File: config.mk
export PLATFORM = sky130hd
export DESIGN_NAME = spectrum_peak_hold
export DESIGN_NICKNAME = d
export VERILOG_FILES = /design/src/rtl/visu_pkg.sv /design/src/rtl/bin_peak_cell.sv /design/src/rtl/spectrum_peak_hold.sv
export SDC_FILE = /design/constraint.sdc
export NUM_CORES = 2
export LEC_CHECK = 0
export BUFFER_PORTS_ARGS = -buffer_cell sky130_fd_sc_hd__clkbuf_2
export CORE_UTILIZATION = 35
export DETAILED_ROUTE_END_ITERATION = 7
export PLACE_DENSITY = 0.53
export SYNTH_ARGS = -nofsm -noshare
export SYNTH_HDL_FRONTEND = slang
export SYNTH_SLANG_ARGS = --single-unit
File: constraint.sdc
create_clock -name i_clk -period 11.66 [get_ports i_clk]
set_clock_uncertainty 0.2 [all_clocks]
set_input_delay 2.332 -clock i_clk [delete_from_list [all_inputs] [get_ports i_clk]]
set_output_delay 2.332 -clock i_clk [all_outputs]
set_load 0.005 [all_outputs]
File: src/rtl/visu_pkg.sv
// Shared types and sizes for the spectrum visualiser datapath.
package visu_pkg;

  localparam int NUM_BINS = 16;
  localparam int DATA_W   = 16;

  typedef enum logic [1:0] {
    ST_IDLE,
    ST_COLLECT,
    ST_UPDATE,
    ST_DONE
  } peak_state_e;

  typedef logic [NUM_BINS-1:0][DATA_W-1:0] bin_array_t;

endpackage

File: src/rtl/bin_peak_cell.sv
// One bin of the peak-hold datapath: abs with saturation, geometric decay, max.
module bin_peak_cell #(
  parameter int DATA_W      = 16,
  parameter int DECAY_SHIFT = 3
) (
  input  logic [DATA_W-1:0] i_data,
  input  logic [DATA_W-1:0] i_held,
  input  logic              i_hold_en,
  input  logic              i_tick,
  output logic [DATA_W-1:0] o_held
);

  localparam logic [DATA_W-1:0] MOST_NEG = {1'b1, {(DATA_W-1){1'b0}}};
  localparam logic [DATA_W-1:0] MOST_POS = {1'b0, {(DATA_W-1){1'b1}}};

  logic [DATA_W-1:0] mag;
  logic [DATA_W-1:0] dec;
  logic [DATA_W-1:0] decayed;
  logic [DATA_W-1:0] base;

  // Magnitude, decay step (floored at 1) and the resulting held value.
  always_comb begin
    mag     = i_data;
    dec     = i_held >> DECAY_SHIFT;
    decayed = '0;
    base    = i_held;
    o_held  = '0;

    if (i_data[DATA_W-1]) begin
      mag = (i_data == MOST_NEG) ? MOST_POS : (~i_data + DATA_W'(1));
    end

    if (dec == '0) begin
      dec = DATA_W'(1);
    end
    if (i_held > dec) begin
      decayed = i_held - dec;
    end
    if (i_tick) begin
      base = decayed;
    end

    if (i_hold_en) begin
      o_held = (mag > base) ? mag : base;
    end else begin
      o_held = mag;
    end
  end

endmodule

File: src/rtl/spectrum_peak_hold.sv
// Collects a serial frame of signed FFT bins, applies per-bin peak-hold with
// periodic decay and presents the frame in parallel with a done pulse.
module spectrum_peak_hold #(
  parameter int NUM_BINS     = visu_pkg::NUM_BINS,
  parameter int DATA_W       = visu_pkg::DATA_W,
  parameter int DECAY_SHIFT  = 3,
  parameter int DECAY_PERIOD = 4
) (
  input  logic                             i_clk,
  input  logic                             i_rst,
  input  logic                             i_bin_valid,
  input  logic                             i_bin_sop,
  input  logic [DATA_W-1:0]                i_bin_data,
  output logic                             o_bin_ready,
  input  logic                             i_hold_en,
  output logic [NUM_BINS-1:0][DATA_W-1:0]  o_fft_data,
  output logic                             o_fft_done
);

  import visu_pkg::*;

  localparam int IDX_W = $clog2(NUM_BINS);
  localparam int CNT_W = (DECAY_PERIOD > 1) ? $clog2(DECAY_PERIOD) : 1;
  localparam logic [IDX_W-1:0] LAST_IDX  = IDX_W'(NUM_BINS - 1);
  localparam logic [CNT_W-1:0] LAST_FRM  = CNT_W'(DECAY_PERIOD - 1);

  peak_state_e                       state;
  logic [IDX_W-1:0]                  idx;
  logic [CNT_W-1:0]                  frame_cnt;
  logic [NUM_BINS-1:0][DATA_W-1:0]   staging;
  logic [NUM_BINS-1:0][DATA_W-1:0]   next_held;
  logic                              tick;
  logic                              accept;

  // Decay tick for the frame currently being updated.
  always_comb begin
    tick   = (frame_cnt == LAST_FRM);
    accept = i_bin_valid && o_bin_ready;
  end

  for (genvar g = 0; g < NUM_BINS; g++) begin : g_cell
    bin_peak_cell #(
      .DATA_W      (DATA_W),
      .DECAY_SHIFT (DECAY_SHIFT)
    ) u_cell (
      .i_data    (staging[g]),
      .i_held    (o_fft_data[g]),
      .i_hold_en (i_hold_en),
      .i_tick    (tick),
      .o_held    (next_held[g])
    );
  end

  // Frame FSM: collect bins, update all held values at once, pulse done.
  always_ff @(posedge i_clk) begin
    if (i_rst) begin
      state       <= ST_IDLE;
      idx         <= '0;
      frame_cnt   <= '0;
      staging     <= '0;
      o_fft_data  <= '0;
      o_fft_done  <= 1'b0;
      o_bin_ready <= 1'b1;
    end else begin
      o_fft_done <= 1'b0;
      case (state)
        ST_IDLE: begin
          if (accept && i_bin_sop) begin
            staging[0] <= i_bin_data;
            idx        <= IDX_W'(1);
            state      <= ST_COLLECT;
          end
        end
        ST_COLLECT: begin
          if (accept) begin
            if (i_bin_sop) begin
              staging[0] <= i_bin_data;
              idx        <= IDX_W'(1);
            end else begin
              staging[idx] <= i_bin_data;
              if (idx == LAST_IDX) begin
                idx         <= '0;
                state       <= ST_UPDATE;
                o_bin_ready <= 1'b0;
              end else begin
                idx <= idx + IDX_W'(1);
              end
            end
          end
        end
        ST_UPDATE: begin
          o_fft_data <= next_held;
          state      <= ST_DONE;
        end
        ST_DONE: begin
          o_fft_done  <= 1'b1;
          o_bin_ready <= 1'b1;
          frame_cnt   <= (frame_cnt == LAST_FRM) ? '0 : frame_cnt + CNT_W'(1);
          state       <= ST_IDLE;
        end
        default: begin
          state       <= ST_IDLE;
          o_bin_ready <= 1'b1;
        end
      endcase
    end
  end

endmodule

**Word-level counts from Yosys, hierarchy flattened**

Cells that the tools add are included.
W data, S select, Z words.

- Bits of input ports: 21
- Output and inout bits: 258
- Logic and storage cells: 308
- Flip-flop bits (word level): 522

- Reduce and logical (&&, ||, !) cells: 26
- Mux-type cells: 135
- $lt $le $gt $ge: 34
- Add/subtract/negate cells: 34
- Eq/ne operators: 25
- Bitwise logic cells: 17

Operators by type and width:

| kind | number |
|---|---|
| $mux W16 | 100 |
| $add A16 B1 Y16 const B | 16 |
| $bwmux W256 | 1 |
| $eq A16 B16 Y1 const B | 16 |
| $gt A16 B13 Y1 | 16 |
| $gt A16 B16 Y1 | 16 |
| $logic_not A16 Y1 | 16 |
| $not A16 Y16 | 16 |
| $sub A16 B13 Y16 | 16 |
| $mux W13 | 16 |
| $demux W16 S4 | 1 |
| $pmux W16 S2 | 1 |
| $mux W4 | 4 |
| $mux W2 | 5 |
| $ne A2 B2 Y1 const B | 4 |
| $pmux W2 S4 | 1 |
| $pmux W4 S2 | 1 |
| $reduce_and A4 Y1 | 2 |
| $eq A2 B2 Y1 const B | 3 |
| $reduce_and A3 Y1 | 2 |
| $lt A4 B5 Y1 const B | 1 |
| $add A4 B1 Y4 const B | 1 |
| $eq A4 B4 Y1 const B | 1 |
| $ge A4 B1 Y1 const B | 1 |
| other kinds (8) | 14 |

**Longest topological paths before layout**

- Word-level depth: 8
- Gate-level depth with buffers: 25
- Gate-level depth less buffers: 22

**By module**

From an unflattened synthesis, not the netlist that was laid out.

- Cells, all modules: 6497
- Area total of the unflattened synthesis: 51274.2 um^2

Modules (own cells, without submodules):

| module | area an instance (um^2) | sequential area each (um^2) | times used | cells an instance |
|---|---|---|---|---|
| spectrum_peak_hold | 18811.8 | 10450.0 | 1 | 1769 |
| bin_peak_cell (g_cell[0].u_cell ...) | 2018.2 | 0.0 | 6 | 293 |
| bin_peak_cell (g_cell[12].u_cell ...) | 2089.5 | 0.0 | 5 | 303 |
| bin_peak_cell (g_cell[7].u_cell ...) | 2009.4 | 0.0 | 2 | 297 |
| bin_peak_cell (g_cell[1].u_cell) | 2015.7 | 0.0 | 1 | 299 |
| bin_peak_cell (g_cell[9].u_cell) | 1990.7 | 0.0 | 1 | 287 |
| bin_peak_cell (g_cell[6].u_cell) | 1880.6 | 0.0 | 1 | 275 |

**Worst setup path before layout**

Ideal clock, no wire load.

- Kind: flip-flop to flip-flop
- Start: register o_fft_data[141] (netlist name)
- End: register o_fft_data[143] (netlist name)
- Period minus slack after synthesis: 5321 ps
- Setup slack: 6339 ps
- Stages on the path, launching flop included: 23
- Required time: 11365 ps
- Arrival time: 5026 ps
- Path through: dfxtp_1 -> inv_1 -> nand3_1 -> nor4_1 -> a41o_1 -> ha_1 -> inv_1 -> fa_1 -> a221o_1 -> a2111oi_1 -> o31ai_1 -> a21oi_1 -> xnor2_1 -> or2_2 -> ha_1 -> a21o_1 -> a211o_1 -> o21ai_0 -> a31oi_1 -> clkbuf_1 -> nor2_1 -> nand3_1 -> a221oi_1

- Cells in the longest elaborated chain, start to end: 8

Ends and longest elaborated chain:

| what | RTL line | source |
|---|---|---|
| start, declared | spectrum_peak_hold.sv:16 | `output logic [NUM_BINS-1:0][DATA_W-1:0] o_fft_data,` |
| start signal, assigned | spectrum_peak_hold.sv:92 | `o_fft_data <= next_held;` |
| $logic_not A16 Y1 | bin_peak_cell.sv:33 | `if (dec == '0) begin` |
| $mux W13 | bin_peak_cell.sv:33 |  |
| $sub A16 B13 Y16 or $gt A16 B13 Y1 (tied branches) | bin_peak_cell.sv:37, bin_peak_cell.sv:36 |  |
| $mux W16 | bin_peak_cell.sv:36 | `if (i_held > dec) begin` |
| $mux W16 (*) | bin_peak_cell.sv:39 | `if (i_tick) begin` |
| $gt A16 B16 Y1 | bin_peak_cell.sv:44 | `o_held = (mag > base) ? mag : base;` |
| $mux W16 (*) | bin_peak_cell.sv:44 |  |
| $mux W16 (*) | bin_peak_cell.sv:43 | `if (i_hold_en) begin` |

Mark *: on every way between the ends. The rest lies on a longest branch, timed or not.
A chain may end at the register's enable or synchronous reset.

**Worst setup path after layout**

- Start: register o_fft_data[141] (netlist name)
- End: register o_fft_data[141] (netlist name)

Same word-level chain as after synthesis.

==> results.ini <==
[status]
outcome=complete, no violations

[worst_setup_path]
r2r_cells=21
slowest_stage=a31oi_2
path_class=reg2reg
worstSetupEndpointType=flop
critPathMaxFanout=24
cp.arrival_ns=6.67
cp_data_required_time_ns=11.96
startpoint_type=flop
crit_chain=inv_1 > nand3_1 > nor4_1 > a41o_1 > ha_1 > inv_1 > fa_1 > a221o_1 > a2111oi_1 > o31ai_1 > a21oi_1 > xnor2_1 > or2_2 > ha_1 > nand3_1 > nor4_1 > o21ai_0 > a31oi_2 > nor2_1 > a32oi_1 > nand2_1
crit_path_max_incr_delay_ns=0.97

[routing]
drt-total-wl_um=170700
via_per_inst=5.731
num_vias=48751
drtPass1Iterations=5
drc=0
drt-initial-drc-count=3826
wire_per_inst_um=20.07
drtAntennaViolNets=0

[floorplan]
die-area_sq_um=138400
die_w_um=372.1
num_rows=135
start_util=0.3534
pin_count=279
dieHeight_um=372.1
design.core.area_sq_um=135600

[run]
maxCapViolCount=0

[clock_tree]
clk_latency_ns=0.63
cts_made_buffers=70
cts_tree=built
postCtsSetupRepairBufs=0
cts_resized=0
cts_root_buf=clkbuf_16
clock_path_buffers=3
h-tree-depth=3
cts.sinks=522
hold_buffers=0
clk_pin_slew_ns=0.05

[synth]
synth.most_common_cell=nand2_1
yosys_warnings=0
synth_seq_cells=522
synth_common_cells=nand2_1, a21oi_1, nor2_1
synth_top_area_frac=0.2180
synthCells=6634
synth_top_flop_cell=dfxtp_1
syn_area_sq_um=47930
synth.net_count=7176
synth.area.top_cells=dfxtp_1, ha_1, nand2_1, a21oi_1, nor2_1
synth_cell_types=97
synth_edf_count=0
ys_seq_area_frac=0.2180
avgSynthCellArea_sq_um=7.225
synthArstFlopShare=0
yosys.area.top_type=dfxtp_1

[timing]
relSlewSlack=0.1755
fin_crit_sh=0.5466
slew_violations=0
finalHoldViolCount=0
rsz0062_at_grt=false
tightest_slew_ns=1.232
clock.fmax_mhz=156.9
timing.setup.tns_ns=0
setup_violations=0
fin_crit_ns=6.374

[layout]
final_cell_area_sq_um=53180
area_delta_synth_final_pct=10.95
fin_util=0.3921
fill_cells=14281
final_layout_size_suffix_gt1_frac=0.07944
fin_nets=7210

[power_and_ir_drop]
powerDensity_nw_per_um2=247.8
p_leak_nw=22.27
ir_drop_mv=0.1664

[grt]
overflow=0
grt_max_degree=160
grt_usage=0.2386
grt_first_pass_wirelength_um=265400
grt_pass1_vias=45910
antenna_found_initial=9

[place]
dp_hpwl_um=123100
io_buffers=278
place_congestion=0.8734
placed_cell_area_sq_um=50680

[hold_path]
holdPathStages=2
worst_hold_path_type=reg2reg

layer usage:
| metal | GRT usage | share of wire | vias up |
|---|---|---|---|
| li1 | - | - | 24202 |
| met1 | 0.3229 | 0.46 | 23117 |
| met2 | 0.3956 | 0.46 | 1209 |
| met3 | 0.03178 | 0.054 | 219 |
| met4 | 0.06179 | 0.023 | 4 |
| met5 | 0 | 0.00016 | - |
stage by stage:
step                      hold WS, ns  power (mW)  std cells  worst slack [ns]
after floorplan                0.2503       8.641       6634             6.339
after global placement         0.2705       10.75       8377             5.531
after detailed placement       0.2771       10.72       8377             5.370
after CTS                      0.2848       13.14       8503             5.317
after global routing           0.3050       14.25       8506             4.697
final                          0.2832       13.18       8507             5.286
worst max-delay path, delay by kind of cell (launching register included):
kind,cells,cell delay (ns)
flops,1,0.36
buf+inv,2,0.25
xor+xnor,1,0.10
fa+ha+maj,3,0.88
compound gates,8,3.01
simple gates,7,1.42
logic make-up after synthesis:
logic type / count (synthesis) / synth area share
AOI/OAI and AO/OA: 1927 / 0.2625
xor gates and xnor gates: 296 / 0.05409
adders and majority gates: 521 / 0.1385
buffers and inverters: 691 / 0.05458
DFF: 522 / 0.2180
muxes: 79 / 0.01676
and+or+nand+nor: 2598 / 0.2556
cells in the final DEF, fill, tap and decap left out, drive strengths merged, types with 70 or more instances in the layout:
cell	netlist	final
a211oi	82	82
a21o	104	104
a21oi	623	623
a31oi	158	158
and3	82	82
clkbuf	316	366
dfxtp	522	522
ha	505	505
inv	334	336
nand2	990	990
nand2b	70	70
nand3	152	152
nand4	92	92
nor2	547	547
nor2b	91	91
nor3	213	213
nor4	75	75
o21a	85	85
o21ai	281	281
xnor2	162	162
xor2	134	134
final timing paths:
kind	start	endpoint	slack (ns)
min	staging[218]$_SDFFE_PP0P_	staging[218]$_SDFFE_PP0P_	0.28
max reg2reg	o_fft_data[141]$_SDFFE_PP0P_	o_fft_data[141]$_SDFFE_PP0P_	5.29
min reg2reg	staging[218]$_SDFFE_PP0P_	staging[218]$_SDFFE_PP0P_	0.28
max	o_fft_data[141]$_SDFFE_PP0P_	o_fft_data[141]$_SDFFE_PP0P_	5.29
flip-flops by register name, summed over array words and instances, names as in the netlist:
| signal | count |
|---|---|
| o_fft_data | 256 |
| o_fft_done | 1 |
| frame_cnt | 2 |
| o_bin_ready | 1 |
| idx | 4 |
| state | 2 |
| staging | 256 |
area by class of cell:
type,instances,area (sq um),area share
Antenna cell,4,10.01,0.0001882
Clock inverter,37,475.5,0.008941
Clock buffer,89,2008,0.03776
Inverter,334,1266,0.02381
Sequential cell,522,10450,0.1965
Timing Repair Buffer,319,1747,0.03285
Multi-Input combinational cell,5421,34990,0.6580
Tap cell,1781,2228,0.04190
where the power goes:
group          switching (mW)  internal, mW  total (mW)
clock                   0.904          1.44        2.35
combinational            5.27          3.39        8.66
sequential              0.251          1.92        2.17
No activity file was read; power rests on OpenSTA's default activity.
